==> src/rtl/seq_div_defs_7.sv <==
// ----------------------------------------------------------------------------
// seq_div_defs_7
// Shared definitions for the stage-7 sequential divider:
//   - FSM state encoding used by seq_divider_7
//   - default operand widths
//   - quotient saturation constants for the default dividend width
// No ports (package).
// ----------------------------------------------------------------------------
package seq_div_defs_7;

   localparam int DEF_DIVIDEND_W = 24;
   localparam int DEF_DIVISOR_W  = 12;

   localparam logic [DEF_DIVIDEND_W-1:0] Q_MAX = {1'b0, {(DEF_DIVIDEND_W-1){1'b1}}};
   localparam logic [DEF_DIVIDEND_W-1:0] Q_MIN = {1'b1, {(DEF_DIVIDEND_W-1){1'b0}}};

   typedef enum logic [1:0] {
      ST_IDLE = 2'd0,
      ST_CALC = 2'd1,
      ST_FIX  = 2'd2,
      ST_DONE = 2'd3
   } state_t;

endpackage

==> src/rtl/div_step_7.sv <==
// ----------------------------------------------------------------------------
// div_step_7
// One combinational radix-2 non-restoring iteration.
// Ports:
//   rem_i      signed partial remainder from the previous iteration
//   dvs_mag_i  unsigned divisor magnitude
//   bit_i      next dividend bit shifted into the partial remainder
//   rem_o      new signed partial remainder
//   q_o        quotient bit (1 when the new partial remainder is non-negative)
// ----------------------------------------------------------------------------
module div_step_7 #(
   parameter int RW = 14,
   parameter int MW = 13
) (
   input  logic [RW-1:0] rem_i,
   input  logic [MW-1:0] dvs_mag_i,
   input  logic          bit_i,
   output logic [RW-1:0] rem_o,
   output logic          q_o
);

   logic [RW-1:0] shifted;
   logic [RW-1:0] dvs_ext;

   assign shifted = {rem_i[RW-2:0], bit_i};
   assign dvs_ext = {{(RW-MW){1'b0}}, dvs_mag_i};

   // A negative remainder means the previous subtraction overshot; adding the
   // divisor back here folds the restore into this step's trial subtraction.
   assign rem_o = rem_i[RW-1] ? (shifted + dvs_ext) : (shifted - dvs_ext);
   assign q_o   = ~rem_o[RW-1];

endmodule

==> src/rtl/seq_divider_7.sv <==
// ----------------------------------------------------------------------------
// seq_divider_7
// Multi-cycle signed divider for FFT stage 7 (inverse of the stage-7 Booth
// multiplier). One quotient bit per clock, non-restoring core.
// Optional feature macro: SEQ_DIV_ZERO_FLAG_EN (adds the div_zero output).
// Ports:
//   clk         rising-edge clock
//   rst_n       asynchronous active-low reset
//   en          start request, sampled only in IDLE
//   dividend    signed numerator, captured on accept
//   divisor     signed denominator, captured on accept
//   quotient    signed quotient, truncated toward zero
//   remainder   signed remainder, sign follows dividend
//   busy        high from accept until result_rdy
//   div_zero    (SEQ_DIV_ZERO_FLAG_EN only) divide-by-zero / overflow flag
//   result_rdy  one-cycle pulse, quotient/remainder valid
//
// state   | meaning
// --------+-------------------------------------------------------------
// IDLE    | waiting for en; operands and magnitudes loaded on accept
// CALC    | DIVIDEND_W non-restoring iterations, counter DIVIDEND_W-1..0
// FIX     | remainder restore, sign application, saturation cases
// DONE    | output registers updated, result_rdy pulse raised
// ----------------------------------------------------------------------------
module seq_divider_7
   import seq_div_defs_7::*;
#(
   parameter int DIVIDEND_W = DEF_DIVIDEND_W,
   parameter int DIVISOR_W  = DEF_DIVISOR_W
) (
   input  logic                  clk,
   input  logic                  rst_n,
   input  logic                  en,
   input  logic [DIVIDEND_W-1:0] dividend,
   input  logic [DIVISOR_W-1:0]  divisor,
   output logic [DIVIDEND_W-1:0] quotient,
   output logic [DIVISOR_W-1:0]  remainder,
   output logic                  busy,
`ifdef SEQ_DIV_ZERO_FLAG_EN
   output logic                  div_zero,
`endif
   output logic                  result_rdy
);

   // Partial remainder needs two bits over the divisor width: the magnitude
   // itself is DIVISOR_W+1 bits and the shifted value may double it.
   localparam int RW = DIVISOR_W + 2;
   localparam int CW = $clog2(DIVIDEND_W);

   localparam logic [DIVIDEND_W-1:0] SAT_MAX = {1'b0, {(DIVIDEND_W-1){1'b1}}};
   localparam logic [DIVIDEND_W-1:0] SAT_MIN = {1'b1, {(DIVIDEND_W-1){1'b0}}};

   state_t                  state_q,     state_d;
   logic [CW-1:0]           cnt_q,       cnt_d;
   logic [DIVIDEND_W-1:0]   acc_q,       acc_d;
   logic [RW-1:0]           prem_q,      prem_d;
   logic [DIVISOR_W:0]      dvs_mag_q,   dvs_mag_d;
   logic                    neg_dvd_q,   neg_dvd_d;
   logic                    neg_quo_q,   neg_quo_d;
   logic                    dvs_zero_q,  dvs_zero_d;
   logic                    ovf_q,       ovf_d;
   logic [DIVISOR_W-1:0]    dvd_low_q,   dvd_low_d;
   logic [DIVIDEND_W-1:0]   res_quo_q,   res_quo_d;
   logic [DIVISOR_W-1:0]    res_rem_q,   res_rem_d;
   logic [DIVIDEND_W-1:0]   quotient_q,  quotient_d;
   logic [DIVISOR_W-1:0]    remainder_q, remainder_d;
   logic                    busy_q,      busy_d;
   logic                    rdy_q,       rdy_d;

   logic [DIVIDEND_W-1:0]   dvd_mag;
   logic [DIVISOR_W:0]      dvs_ext;
   logic [DIVISOR_W:0]      dvs_mag;
   logic [RW-1:0]           step_rem;
   logic                    step_q;
   logic [RW-1:0]           rem_fix;
   logic [RW-1:0]           rem_sgn;
   logic [DIVIDEND_W-1:0]   quo_sgn;

   // The most negative dividend negates to 2^(DIVIDEND_W-1), which is still
   // the correct unsigned magnitude in DIVIDEND_W bits.
   assign dvd_mag = dividend[DIVIDEND_W-1] ? -dividend : dividend;
   assign dvs_ext = {divisor[DIVISOR_W-1], divisor};
   assign dvs_mag = dvs_ext[DIVISOR_W] ? -dvs_ext : dvs_ext;

   div_step_7 #(
      .RW (RW),
      .MW (DIVISOR_W + 1)
   ) u_step (
      .rem_i     (prem_q),
      .dvs_mag_i (dvs_mag_q),
      .bit_i     (acc_q[DIVIDEND_W-1]),
      .rem_o     (step_rem),
      .q_o       (step_q)
   );

   assign rem_fix = prem_q[RW-1] ? (prem_q + {1'b0, dvs_mag_q}) : prem_q;
   assign rem_sgn = neg_dvd_q ? -rem_fix : rem_fix;
   assign quo_sgn = neg_quo_q ? -acc_q : acc_q;

   always_comb begin
      state_d     = state_q;
      cnt_d       = cnt_q;
      acc_d       = acc_q;
      prem_d      = prem_q;
      dvs_mag_d   = dvs_mag_q;
      neg_dvd_d   = neg_dvd_q;
      neg_quo_d   = neg_quo_q;
      dvs_zero_d  = dvs_zero_q;
      ovf_d       = ovf_q;
      dvd_low_d   = dvd_low_q;
      res_quo_d   = res_quo_q;
      res_rem_d   = res_rem_q;
      quotient_d  = quotient_q;
      remainder_d = remainder_q;
      busy_d      = busy_q;
      rdy_d       = 1'b0;

      case (state_q)
         ST_IDLE: begin
            if (en) begin
               acc_d      = dvd_mag;
               prem_d     = '0;
               dvs_mag_d  = dvs_mag;
               neg_dvd_d  = dividend[DIVIDEND_W-1];
               neg_quo_d  = dividend[DIVIDEND_W-1] ^ divisor[DIVISOR_W-1];
               dvs_zero_d = (divisor == '0);
               ovf_d      = (dividend == SAT_MIN) && (divisor == '1);
               dvd_low_d  = DIVISOR_W'(dividend);
               cnt_d      = CW'(DIVIDEND_W - 1);
               busy_d     = 1'b1;
               state_d    = ST_CALC;
            end
         end
         ST_CALC: begin
            // acc doubles as dividend shift-out and quotient shift-in register.
            prem_d = step_rem;
            acc_d  = {acc_q[DIVIDEND_W-2:0], step_q};
            if (cnt_q == '0) begin
               state_d = ST_FIX;
            end else begin
               cnt_d = cnt_q - 1'b1;
            end
         end
         ST_FIX: begin
            if (dvs_zero_q) begin
               res_quo_d = neg_dvd_q ? SAT_MIN : SAT_MAX;
               res_rem_d = dvd_low_q;
            end else if (ovf_q) begin
               res_quo_d = SAT_MAX;
               res_rem_d = '0;
            end else begin
               res_quo_d = quo_sgn;
               res_rem_d = DIVISOR_W'(rem_sgn);
            end
            state_d = ST_DONE;
         end
         ST_DONE: begin
            quotient_d  = res_quo_q;
            remainder_d = res_rem_q;
            rdy_d       = 1'b1;
            busy_d      = 1'b0;
            state_d     = ST_IDLE;
         end
         default: state_d = ST_IDLE;
      endcase
   end

   always_ff @(posedge clk or negedge rst_n) begin
      if (!rst_n) begin
         state_q     <= ST_IDLE;
         cnt_q       <= '0;
         acc_q       <= '0;
         prem_q      <= '0;
         dvs_mag_q   <= '0;
         neg_dvd_q   <= 1'b0;
         neg_quo_q   <= 1'b0;
         dvs_zero_q  <= 1'b0;
         ovf_q       <= 1'b0;
         dvd_low_q   <= '0;
         res_quo_q   <= '0;
         res_rem_q   <= '0;
         quotient_q  <= '0;
         remainder_q <= '0;
         busy_q      <= 1'b0;
         rdy_q       <= 1'b0;
      end else begin
         state_q     <= state_d;
         cnt_q       <= cnt_d;
         acc_q       <= acc_d;
         prem_q      <= prem_d;
         dvs_mag_q   <= dvs_mag_d;
         neg_dvd_q   <= neg_dvd_d;
         neg_quo_q   <= neg_quo_d;
         dvs_zero_q  <= dvs_zero_d;
         ovf_q       <= ovf_d;
         dvd_low_q   <= dvd_low_d;
         res_quo_q   <= res_quo_d;
         res_rem_q   <= res_rem_d;
         quotient_q  <= quotient_d;
         remainder_q <= remainder_d;
         busy_q      <= busy_d;
         rdy_q       <= rdy_d;
      end
   end

   assign quotient   = quotient_q;
   assign remainder  = remainder_q;
   assign busy       = busy_q;
   assign result_rdy = rdy_q;

`ifdef SEQ_DIV_ZERO_FLAG_EN
   // Exception flags stay stable until the next accept, which cannot occur
   // before DONE, so they can be sampled directly here.
   logic div_zero_q, div_zero_d;

   always_comb begin
      div_zero_d = div_zero_q;
      if (state_q == ST_DONE) begin
         div_zero_d = dvs_zero_q | ovf_q;
      end
   end

   always_ff @(posedge clk or negedge rst_n) begin
      if (!rst_n) begin
         div_zero_q <= 1'b0;
      end else begin
         div_zero_q <= div_zero_d;
      end
   end

   assign div_zero = div_zero_q;
`endif

endmodule
==> config.mk <==
export PLATFORM = sky130hd
export DESIGN_NAME = seq_divider_7
export DESIGN_NICKNAME = d
export VERILOG_FILES = /design/src/rtl/seq_div_defs_7.sv /design/src/rtl/div_step_7.sv /design/src/rtl/seq_divider_7.sv
export SDC_FILE = /design/constraint.sdc
export NUM_CORES = 1
export LEC_CHECK = 0
export CAP_MARGIN = 20
export CORE_UTILIZATION = 27
export CTS_CLUSTER_SIZE = 24
export DETAILED_ROUTE_END_ITERATION = 10
export HOLD_SLACK_MARGIN = 0.08
export PLACE_DENSITY = 0.41
export SLEW_MARGIN = 20
export SYNTH_ARGS = -nofsm -noshare
export SYNTH_HDL_FRONTEND = slang
export SYNTH_HIERARCHICAL = 1
export SYNTH_SLANG_ARGS = --single-unit
==> constraint.sdc <==
create_clock -name clk -period 5.15 [get_ports clk]
set_input_delay 0.7725 -clock clk [delete_from_list [all_inputs] [get_ports clk]]
set_output_delay 0.7725 -clock clk [all_outputs]
set_load 0.05 [all_outputs]
==> summary.md, run 1 <==
| Metric | Value |
|---|---|
| Result of the run | completed |
| Number of nets in the layout | about 1100 |
| Total power | between 0.008 and 0.009 W |
| WS Path Type | reg2reg |
| Top Ports | 77 |
| Total negative slack for setup checks | 0 ns |
| Terminus of the critical flop-to-flop path | acc_q[0] |
| First drt pass iteration count | 4 |
| R2R depth | 14 |
| Hold-fix buffers at CTS | 0 |
| Clock tree sinks | 148 |
| Number of vias per cell after detailed routing | roughly 4.8 |
| Met1 usage in global routing | between 20% and 30% |
| CTS-repair resized insts | 0 |
| Global-route track usage on met3 | under 10% |
| Register-to-Register Setup Slack | approximately 1.7 ns |
| HPWL reported at the end of detailed placement | about 18000 µm |
| Die W | 186 µm |
| Deepest clock path buffer count | 2 |
| Total standard cell area after synthesis | 9190 µm² |
| Final wirelength | 25100 µm |
| Number of post-CTS setup repair buffers | 0 |
| Dominant cells by area after synthesis | sky130_fd_sc_hd__dfrtp_1, sky130_fd_sc_hd__o21ai_0, sky130_fd_sc_hd__mux2_2 |
| Setup repair after global routing missed its margin | no |
| CTS tree | done |
| Sequential element share of the synthesized area | between 40% and 50% |
| RR Startpoint | dvs_mag_q[1] |
| Global placement routability congestion | 0.814 |
| Number of max-capacitance violations reported | 0 |
| Commonest non-fill, non-tap cell in the layout | sky130_fd_sc_hd__dfrtp_1 |
| Warnings from Yosys | 6 |
| Count of flip-flops with a built-in enable after synthesis | 0 |
| Post-Syn Nets | ~1100 |
| Largest net degree at the start of global routing | 64 |
| Number of max-slew violations in the final report | 0 |
| Core Box Area | ~34000 µm² |
| Height of the chip | 186 µm |
| Classification of the worst-slack hold path | in2async |
| Initial antenna violation count | 1 |
| Maximum fanout encountered on the critical timing path | 7 |
| Unique cell type count in the Yosys netlist | 65 |
| Leading register cell type out of synthesis | sky130_fd_sc_hd__dfrtp_1 |
| Post-synth top area share | around two fifths |
| Post-Synthesis Mean Instance Area | between 9 and 10 µm² |
| Critical path endpoint category | register |
| Startpoint class of the critical path | register |
| Power density of the placed cells | 769 nW/µm² |
| First-pass GRT wire length | between 40000 and 50000 µm |
| Gr busiest metal | met2 |
| Achievable Freq | ~290 MHz |
| Area leader, netlist | sky130_fd_sc_hd__dfrtp_1 |
| Final count of negative-setup-slack endpoints | 0 |
| Die area | between 30000 and 40000 µm² |
| DRC viols | 0 |
| Max VDD drop | 0.000261 V |
| Detailed Route Iter0 Violations | 333 |
| Clock root buffer | sky130_fd_sc_hd__clkbuf_16 |
| Vias in the first global route | slightly above 7000 |
| Final worst-path cycle share | roughly 67% |
| Required time reported for the critical path endpoint | between 5 and 6 ns |
| Share of post-route cells with drive strength above 1 | about a tenth |
| H-tree depth reported by CTS | 4 |
| Core Util, Final | about 33% |
| Post-synthesis to final-layout area growth | 19.3% |
| All-Layer GR Usage | 15.1% |
| Starting Density | between 20% and 30% |
| Average detailed-routed wire length per instance | about 17 µm |
| Detailed-route via count | ~7300 |
| Clock Pin Slew Worst Setup and Hold Paths | roughly 0.07 ns |
| Final Critical Period | approximately 3.4 ns |
| Leakage power of the design | approximately 4.6 nW |
| Fin. Hold Viols | 0 |
| Remaining max-slew budget at the tightest pin | 32.6% |
| Met2 Use GR | between 20% and 30% |
| Count of inserted antenna diode cells | 0 |
| Count of buffers from port buffering | 76 |
| Worst clock skew on the final layout | 0.0217 ns |
| Row cnt | 67 |
| WHS | a little over 0.3 ns |
| Clock network latency to the later pin of the worst-skew pair | ~0.44 ns |
| Synth Instances | between 1000 and 1500 |
| Commonest cells after routing, fill and taps aside | sky130_fd_sc_hd__dfrtp_1, sky130_fd_sc_hd__o21ai_0, sky130_fd_sc_hd__nand2_1 |
| Arrival time of data at the critical path endpoint | between 3 and 4 ns |
| Async set-or-reset flop fraction in the synthesized netlist | 100% |
| Transition at the pin with the smallest max-transition slack | a little over 1 ns |
| Final global-route overflow total | 0 |
| Num CTS Buffers | 17 |
| Number of nets still failing antenna checks after routing | 0 |
| Synthesis-stage register bit count | roughly 150 |
## sequential cells by signal (all words and copies together) (netlist names)
| register | count |
|---|---|
| prem_q | 14 |
| ovf_q | 1 |
| busy | 1 |
| dvs_zero_q | 1 |
| cnt_q | 5 |
| neg_dvd_q | 1 |
| neg_quo_q | 1 |
| res_quo_q | 24 |
| res_rem_q | 12 |
| remainder | 12 |
| acc_q | 24 |
| result_rdy | 1 |
| dvd_low_q | 12 |
| state_q | 2 |
| quotient | 24 |
| dvs_mag_q | 13 |
## report_power, final
| group | total (W) | switching, W | internal, W |
|---|---|---|---|
| Combinational | 0.00488 | 0.00286 | 0.00202 |
| Clock | 0.00127 | 0.000605 | 0.000665 |
| Sequential | 0.00227 | 0.000563 | 0.00171 |
## Yosys cell counts (3+ instances only)
cell type,n
sky130_fd_sc_hd__and2_1,4
sky130_fd_sc_hd__o311ai_0,4
sky130_fd_sc_hd__dfrtp_1,148
sky130_fd_sc_hd__o31ai_1,13
sky130_fd_sc_hd__or4_1,3
sky130_fd_sc_hd__o21ai_0,129
sky130_fd_sc_hd__or2_2,3
sky130_fd_sc_hd__nand3_1,18
sky130_fd_sc_hd__a211oi_1,9
sky130_fd_sc_hd__a21oi_1,57
sky130_fd_sc_hd__ha_1,38
sky130_fd_sc_hd__or3_1,12
sky130_fd_sc_hd__o21bai_1,3
sky130_fd_sc_hd__nand2b_1,7
sky130_fd_sc_hd__inv_1,47
sky130_fd_sc_hd__mux2i_1,8
sky130_fd_sc_hd__clkbuf_1,33
sky130_fd_sc_hd__nand2_1,97
sky130_fd_sc_hd__mux2_2,50
sky130_fd_sc_hd__a22oi_1,6
sky130_fd_sc_hd__a31o_2,3
sky130_fd_sc_hd__o21a_1,8
sky130_fd_sc_hd__o41ai_1,6
sky130_fd_sc_hd__a21o_1,9
sky130_fd_sc_hd__nand4_1,4
sky130_fd_sc_hd__a31oi_1,8
sky130_fd_sc_hd__xnor2_1,37
sky130_fd_sc_hd__nor2b_1,8
sky130_fd_sc_hd__nor4_1,10
sky130_fd_sc_hd__nor2_1,75
sky130_fd_sc_hd__a221oi_1,3
sky130_fd_sc_hd__buf_1,6
sky130_fd_sc_hd__nor3_1,16
sky130_fd_sc_hd__nor3b_1,3
sky130_fd_sc_hd__xor2_1,51
sky130_fd_sc_hd__nand3b_1,7
sky130_fd_sc_hd__nor4b_1,3
sky130_fd_sc_hd__a22o_1,14
sky130_fd_sc_hd__buf_6,4
sky130_fd_sc_hd__o211ai_1,3
sky130_fd_sc_hd__o21ai_1,3
## through the flow
step	cell area, µm²	setup slack [ns]	instances
3_5_place_dp	10400	1.43	1487
3_3_place_gp	10400	1.40	1487
4_1_cts	11000	1.68	1519
6_report	11000	1.72	1519
5_1_grt	11000	1.44	1519
2_1_floorplan	9190	2.18	1003
## worst max-delay path, cell delays in order (launching register included)
cell and delay (ns):
sky130_fd_sc_hd__dfrtp_1 0.50, sky130_fd_sc_hd__inv_1 0.08, sky130_fd_sc_hd__ha_1 0.23, sky130_fd_sc_hd__a31oi_1 0.26, sky130_fd_sc_hd__o21bai_1 0.24, sky130_fd_sc_hd__nor2_1 0.11, sky130_fd_sc_hd__xnor2_1 0.26, sky130_fd_sc_hd__ha_1 0.33
sky130_fd_sc_hd__a21o_1 0.17, sky130_fd_sc_hd__a21o_1 0.17, sky130_fd_sc_hd__a211oi_1 0.24, sky130_fd_sc_hd__o31ai_1 0.17, sky130_fd_sc_hd__xor2_1 0.34, sky130_fd_sc_hd__mux2i_1 0.12, sky130_fd_sc_hd__o21ai_0 0.16
## logic make-up (layout without fill, tap and decap cells)
logic type,count (synthesis),in the layout,share of synthesized area (%)
AO/OA/AOI/OAI,295,295,19.7
XOR/XNOR,89,89,8.57
adder cells (fa/ha/maj),40,40,5.61
buffers and inverters,96,164,4.47
flip-flops,148,148,40.3
multiplexers,58,58,7.00
AND/OR/NAND/NOR,277,277,14.3
## area by class of cell
class,count,area [µm²]
fillers,3543,22600
multi-input cells,759,5090
flip-flops and latches,148,3700
repair buffers,85,830
well taps,448,561
clock buffers,18,439
inverters,47,176
clock inverters,14,155
## metal layers
metal	wire [µm]	part of all wire, %
met1	12800	51
met2	11400	45
met3	631	2.5
met4	282	1.1
met5	13	0.052
## worst max-delay path by stage
stage                       from    endpoint  slack (ns)
CTS                 dvs_mag_q[1]    acc_q[0]        1.68
detailed placement   dividend[6]   acc_q[22]        1.43
global placement     dividend[6]   acc_q[22]        1.40
finish              dvs_mag_q[1]    acc_q[0]        1.72
global route        dvs_mag_q[1]    acc_q[0]        1.44
floorplan           dvs_mag_q[1]  prem_q[11]        2.18
No activity file was read; power rests on OpenSTA's default activity.
==> run 2: changes to the inputs <==
Clock period 5.15 ns to 3.5 ns, I/O delays scaled along.
==> run 2 against run 1 <==
- wire length fell by 0.17%
- non-clock buffer count increased by 25
- flip-flop and latch count is the same
- setup slack worse by 1.5 ns
- via count up 1.4%
- cell count increased by 1.6%
- design area grew 1.9%
- combinational power increased by 51%
- clock-buffer cell count stayed put
- die area did not move
==> summary.md, run 2 (same netlist as run 1, synthesis figures left out) <==
| Metric | Value |
|---|---|
| Initial antenna violation count | 0 |
| Average detailed-routed wire length per instance | 16.3 µm |
| Global placement routability congestion | 0.788 |
| Filler-free cell count of the finished design | about 1500 |
| Clock root buffer | sky130_fd_sc_hd__clkbuf_16 |
| Core Box Area | 33500 µm² |
| Deepest clock path buffer count | 2 |
| Fin. Hold Viols | 0 |
| Post-synthesis to final-layout area growth | 21.5% |
| All-Layer GR Usage | 15.0% |
| Share of post-route cells with drive strength above 1 | about 13% |
| Count of inserted antenna diode cells | 0 |
| Critical path endpoint category | register |
| Total negative slack for setup checks | 0 ns |
| Die area | 34800 µm² |
| DRC viols | 0 |
| Final wirelength | roughly 25000 µm |
| Die W | around 190 µm |
| Arrival time of data at the critical path endpoint | roughly 3.6 ns |
| Clock Pin Slew Worst Setup and Hold Paths | 0.06 ns |
| Number of vias per cell after detailed routing | about 4.8 |
| Fillers | approximately 3600 |
| First-pass GRT wire length | between 40000 and 50000 µm |
| Final global-route overflow total | 0 |
| Classification of the worst-slack hold path | in2async |
| Number of max-slew violations in the final report | 0 |
| R2R depth | 12 |
| Number of nets still failing antenna checks after routing | 0 |
| Required time reported for the critical path endpoint | roughly 3.8 ns |
| RR Startpoint | dvs_mag_q[3] |
| Remaining max-slew budget at the tightest pin | between 30% and 40% |
| Startpoint class of the critical path | register |
| Setup repair after global routing missed its margin | no |
| Detailed Route Iter0 Violations | 357 |
| Worst clock skew on the final layout | approximately 0.012 ns |
| Height of the chip | 186 µm |
| Core Util, Final | between 30 and 40% |
| Clock network latency to the later pin of the worst-skew pair | between 0.4 and 0.5 ns |
| Leakage power of the design | approximately 4.7 nW |
| Max VDD drop | 0.000419 V |
| Row cnt | 67 |
| Number of nets in the layout | approximately 1200 |
| Top Ports | between 70 and 80 |
| Final Critical Period | around 3.3 ns |
| Commonest non-fill, non-tap cell in the layout | sky130_fd_sc_hd__dfrtp_1 |
| Commonest cells after routing, fill and taps aside | sky130_fd_sc_hd__dfrtp_1, sky130_fd_sc_hd__o21ai_0, sky130_fd_sc_hd__nand2_1 |
| Cell total after placement | 1512 |
| Power density of the placed cells | roughly 1100 nW/µm² |
| Detailed-route via count | around 7400 |
| Largest net degree at the start of global routing | 76 |
| Transition at the pin with the smallest max-transition slack | 1.04 ns |
| Final worst-path cycle share | between 90% and 100% |
| Terminus of the critical flop-to-flop path | prem_q[11] |
| Clock tree sinks | 148 |
| Number of max-capacitance violations reported | 0 |
| Vias in the first global route | slightly above 7000 |
| Launching element of the worst setup path | dvs_mag_q[3] |
| Achievable Freq | between 300 and 400 MHz |
| Register-to-Register Setup Slack | 0.25 ns |
| HPWL reported at the end of detailed placement | roughly 19000 µm |
| CTS tree | done |
| Num CTS Buffers | 17 |
| Result of the run | completed |
| Count of buffers from port buffering | between 70 and 80 |
| Starting Density | between 20% and 30% |
| Maximum fanout encountered on the critical timing path | 5 |
| Hold-fix buffers at CTS | 0 |
| WS Path Type | reg2reg |
| First drt pass iteration count | 4 |
| WHS | around 0.14 ns |
| Final count of negative-setup-slack endpoints | 0 |
| H-tree depth reported by CTS | 4 |
==> run 2: per-stage QoR <==
step                instance area, µm²  power (W)  setup WS, ns
floorplan                         9190    0.00865         0.528
global placement                 10600     0.0107        0.0593
detailed placement               10600     0.0107        0.0732
CTS                              11100     0.0126         0.159
global route                     11200     0.0137        0.0496
finish                           11200     0.0125         0.245
==> run 2: routing by layer <==
| metal | GRT usage (%) | vias to the layer above | routed length [µm] |
|---|---|---|---|
| li1 | - | 3743 | - |
| met1 | 21.3 | 3525 | 12900 |
| met2 | 23.6 | 106 | 11300 |
| met3 | 2.60 | 11 | 664 |
| met4 | 3.62 | 0 | 224 |
| met5 | 0 | - | 0 |
==> run 2: worst max-delay path by stage <==
stage,endpoint,slack (ns),depth (start not counted)
2_1_floorplan,prem_q[11],0.53,12
3_3_place_gp,acc_q[22],0.06,10
3_5_place_dp,acc_q[22],0.07,10
4_1_cts,res_rem_q[9],0.16,10
5_1_grt,acc_q[0],0.05,14
6_report,prem_q[11],0.25,12
==> run 2: layout make-up <==
cell class / instances / area (µm²) / area share (%)
inverter: 47 / 176 / 1.58
timing repair buffer: 110 / 1030 / 9.23
tap: 448 / 561 / 5.02
multi-input combinational: 759 / 5100 / 45.7
sequential: 148 / 3710 / 33.2
clock buffer: 18 / 439 / 3.94
clock inverter: 14 / 146 / 1.31
==> run 2: worst max-delay path, cell delays in order, from the launching register on <==
cell                        delay, ns
sky130_fd_sc_hd__dfrtp_1         0.45
sky130_fd_sc_hd__or4_4           0.59
sky130_fd_sc_hd__nor4_4          0.26
sky130_fd_sc_hd__a21oi_1         0.13
sky130_fd_sc_hd__xor2_1          0.16
sky130_fd_sc_hd__ha_1            0.33
sky130_fd_sc_hd__nand3_1         0.16
sky130_fd_sc_hd__nor4_1          0.33
sky130_fd_sc_hd__buf_4           0.19
sky130_fd_sc_hd__nor4b_1         0.05
sky130_fd_sc_hd__mux2i_1         0.14
sky130_fd_sc_hd__o2111ai_1       0.13
sky130_fd_sc_hd__a22o_1          0.22
==> run 2: what timing repair did <==
action	CTS	global route
gates resized for setup	0	7
endpoints found under the setup margin	0	5
setup buffers	0	0
==> run 2: report_power, final <==
| part | total, W | switching, W | internal [W] |
|---|---|---|---|
| combinational | 0.00736 | 0.00424 | 0.00312 |
| clock | 0.00185 | 0.000828 | 0.00102 |
| sequential | 0.00332 | 0.000799 | 0.00252 |
==> run 3: changes to the inputs <==
Clock period 3.5 ns to 3.9 ns, I/O delays scaled along.
==> run 3 against run 2 <==
- first-iteration DRC count down 14%
- worst hold slack worse by 0.0012 ns
- global-route usage about the same
- largest power group unchanged
==> summary.md, run 3 (same netlist as run 1, synthesis figures left out) <==
| Metric | Value |
|---|---|
| Core Box Area | about 34000 µm² |
| CTS-repair resized insts | 0 |
| Number of max-slew violations in the final report | 0 |
| Achievable Freq | 302 MHz |
| Number of vias per cell after detailed routing | 4.85 |
| Largest net degree at the start of global routing | 65 |
| Row cnt | 67 |
| Die area | around 35000 µm² |
| Average detailed-routed wire length per instance | ~16 µm |
| Commonest non-fill, non-tap cell in the layout | sky130_fd_sc_hd__dfrtp_1 |
| Commonest cells after routing, fill and taps aside | sky130_fd_sc_hd__dfrtp_1, sky130_fd_sc_hd__o21ai_0, sky130_fd_sc_hd__nand2_1 |
| Total negative slack for setup checks | 0 ns |
| CTS tree | done |
| Post-synthesis to final-layout area growth | 20.2% |
| Initial antenna violation count | 1 |
| Classification of the worst-slack hold path | in2async |
| Required time reported for the critical path endpoint | 4.22 ns |
| WS Path Type | reg2reg |
| Height of the chip | approximately 190 µm |
| Final global-route overflow total | 0 |
| Number of post-CTS setup repair buffers | 0 |
| Startpoint class of the critical path | register |
| Top Ports | between 70 and 80 |
| Vias in the first global route | 7183 |
| Share of post-route cells with drive strength above 1 | 10.7% |
| Gr busiest metal | met2 |
| Fin. Hold Viols | 0 |
| Hold-fix buffers at CTS | 0 |
| Global placement routability congestion | 0.775 |
| Max VDD drop | 0.000342 V |
| Number of max-capacitance violations reported | 0 |
| Met2 Use GR | about 23% |
| Met1 usage in global routing | 21.5% |
| Count of buffers from port buffering | 76 |
| First drt pass iteration count | 4 |
| Final worst-path cycle share | a little under nine tenths |
| Final Critical Period | between 3 and 4 ns |
| Fillers | around 3500 |
| Global-route track usage on met3 | under 10% |
| Starting Density | between 20% and 30% |
| Clock root buffer | sky130_fd_sc_hd__clkbuf_16 |
| First-pass GRT wire length | a little over 40000 µm |
| Deepest clock path buffer count | 2 |
| Clock tree sinks | between 100 and 150 |
| Transition at the pin with the smallest max-transition slack | roughly 1.0 ns |
| Setup repair after global routing missed its margin | no |
| H-tree depth reported by CTS | 4 |
| Power density of the placed cells | between 1000 and 1500 nW/µm² |
| Detailed-route via count | between 7000 and 8000 |
| Clock Pin Slew Worst Setup and Hold Paths | approximately 0.06 ns |
| Remaining max-slew budget at the tightest pin | between 30% and 40% |
| Arrival time of data at the critical path endpoint | roughly 3.6 ns |
| All-Layer GR Usage | between 15 and 20% |
| Number of nets still failing antenna checks after routing | 0 |
| Buf/Inv on CP | 0 |
| Highest-delay cell along the critical path | sky130_fd_sc_hd__or4_4 |
| Maximum fanout encountered on the critical timing path | 7 |
| WHS | about 0.14 ns |
| HPWL reported at the end of detailed placement | between 15000 and 20000 µm |
| Maximum single-stage delay on the critical path | 0.57 ns |
| Result of the run | completed |
| Final wirelength | 25000 µm |
| Detailed Route Iter0 Violations | between 300 and 400 |
| Critical path endpoint category | register |
| Number of nets in the layout | about 1100 |
| Cell-by-cell listing of the critical path | or4_4 > nor4_4 > a21oi_1 > xor2_1 > ha_1 > nand3_1 > a211oi_1 > nor4b_1 > mux2i_1 > o2111ai_1 > a22o_1 |
| Num CTS Buffers | 17 |
| Clock network latency to the later pin of the worst-skew pair | between 0.4 and 0.5 ns |
| Final count of negative-setup-slack endpoints | 0 |
| DRC viols | 0 |
| Leakage power of the design | between 4 and 5 nW |
| Worst clock skew on the final layout | roughly 0.012 ns |
| Die W | roughly 190 µm |
| Cell family contributing the most delay on the critical path | simple AND/OR/NAND/NOR gates |
run 3: cell types whose count changed in the layout (fill, tap and decap cells not counted), sizes merged:
cell,change
buf,-19
bufinv,+2
clkbuf,+1
clkinv,-1
clkinvlp,-2
diode,+1
inv,-1
run 3: area by class of cell:
cell class / count / area (µm²) / share of cell area (%)
flip-flops and latches: 148 / 3700 / 33.6
clock inverters: 12 / 168 / 1.52
inverters: 47 / 176 / 1.60
diodes: 1 / 2.50 / 0.0227
multi-input cells: 759 / 5090 / 46.1
clock buffers: 19 / 453 / 4.10
repair buffers: 91 / 887 / 8.04
well taps: 448 / 561 / 5.08
run 3: worst paths after layout:
check	from	end	slack (ns)	cells past startpoint
max	dvs_mag_q[1]	prem_q[11]	0.58	11
min	rst_n	res_rem_q[10]	0.14	1
max reg2reg	dvs_mag_q[1]	prem_q[11]	0.58	11
min reg2reg	res_rem_q[8]	res_rem_q[8]	0.48	1
max in group asynchronous	rst_n	dvs_mag_q[5]	2.94	2
min in group clk	res_rem_q[8]	res_rem_q[8]	0.48	1
run 3: power by group:
part / leakage (nW) / total (W) / switching, W / internal (W)
logic: 2.48 / 0.00646 / 0.00377 / 0.00269
clock network: 0.307 / 0.00175 / 0.000696 / 0.00105
registers: 1.82 / 0.00299 / 0.000725 / 0.00226
total: 4.60 / 0.0112 / 0.00519 / 0.00601
run 3: per-layer routing:
metal  wire length [µm]  vias up
met4                328        2
met3                647       22
li1                   -     3705
met1              13000     3564
met2              11100      107
met5                 13        -
run 3: per-stage QoR:
stage / setup WS (ns) / area (µm²) / power (W) / std cells / utilization (%)
3_3_place_gp: 0.354 / 10400 / 0.00953 / 1493 / 31.1
3_5_place_dp: 0.341 / 10400 / 0.00953 / 1493 / 31.1
5_1_grt: 0.330 / 11000 / 0.0122 / 1524 / 32.9
6_report: 0.584 / 11000 / 0.0112 / 1525 / 32.9
4_1_cts: 0.545 / 11000 / 0.0114 / 1524 / 32.9
2_1_floorplan: 0.928 / 9190 / 0.00777 / 1003 / -
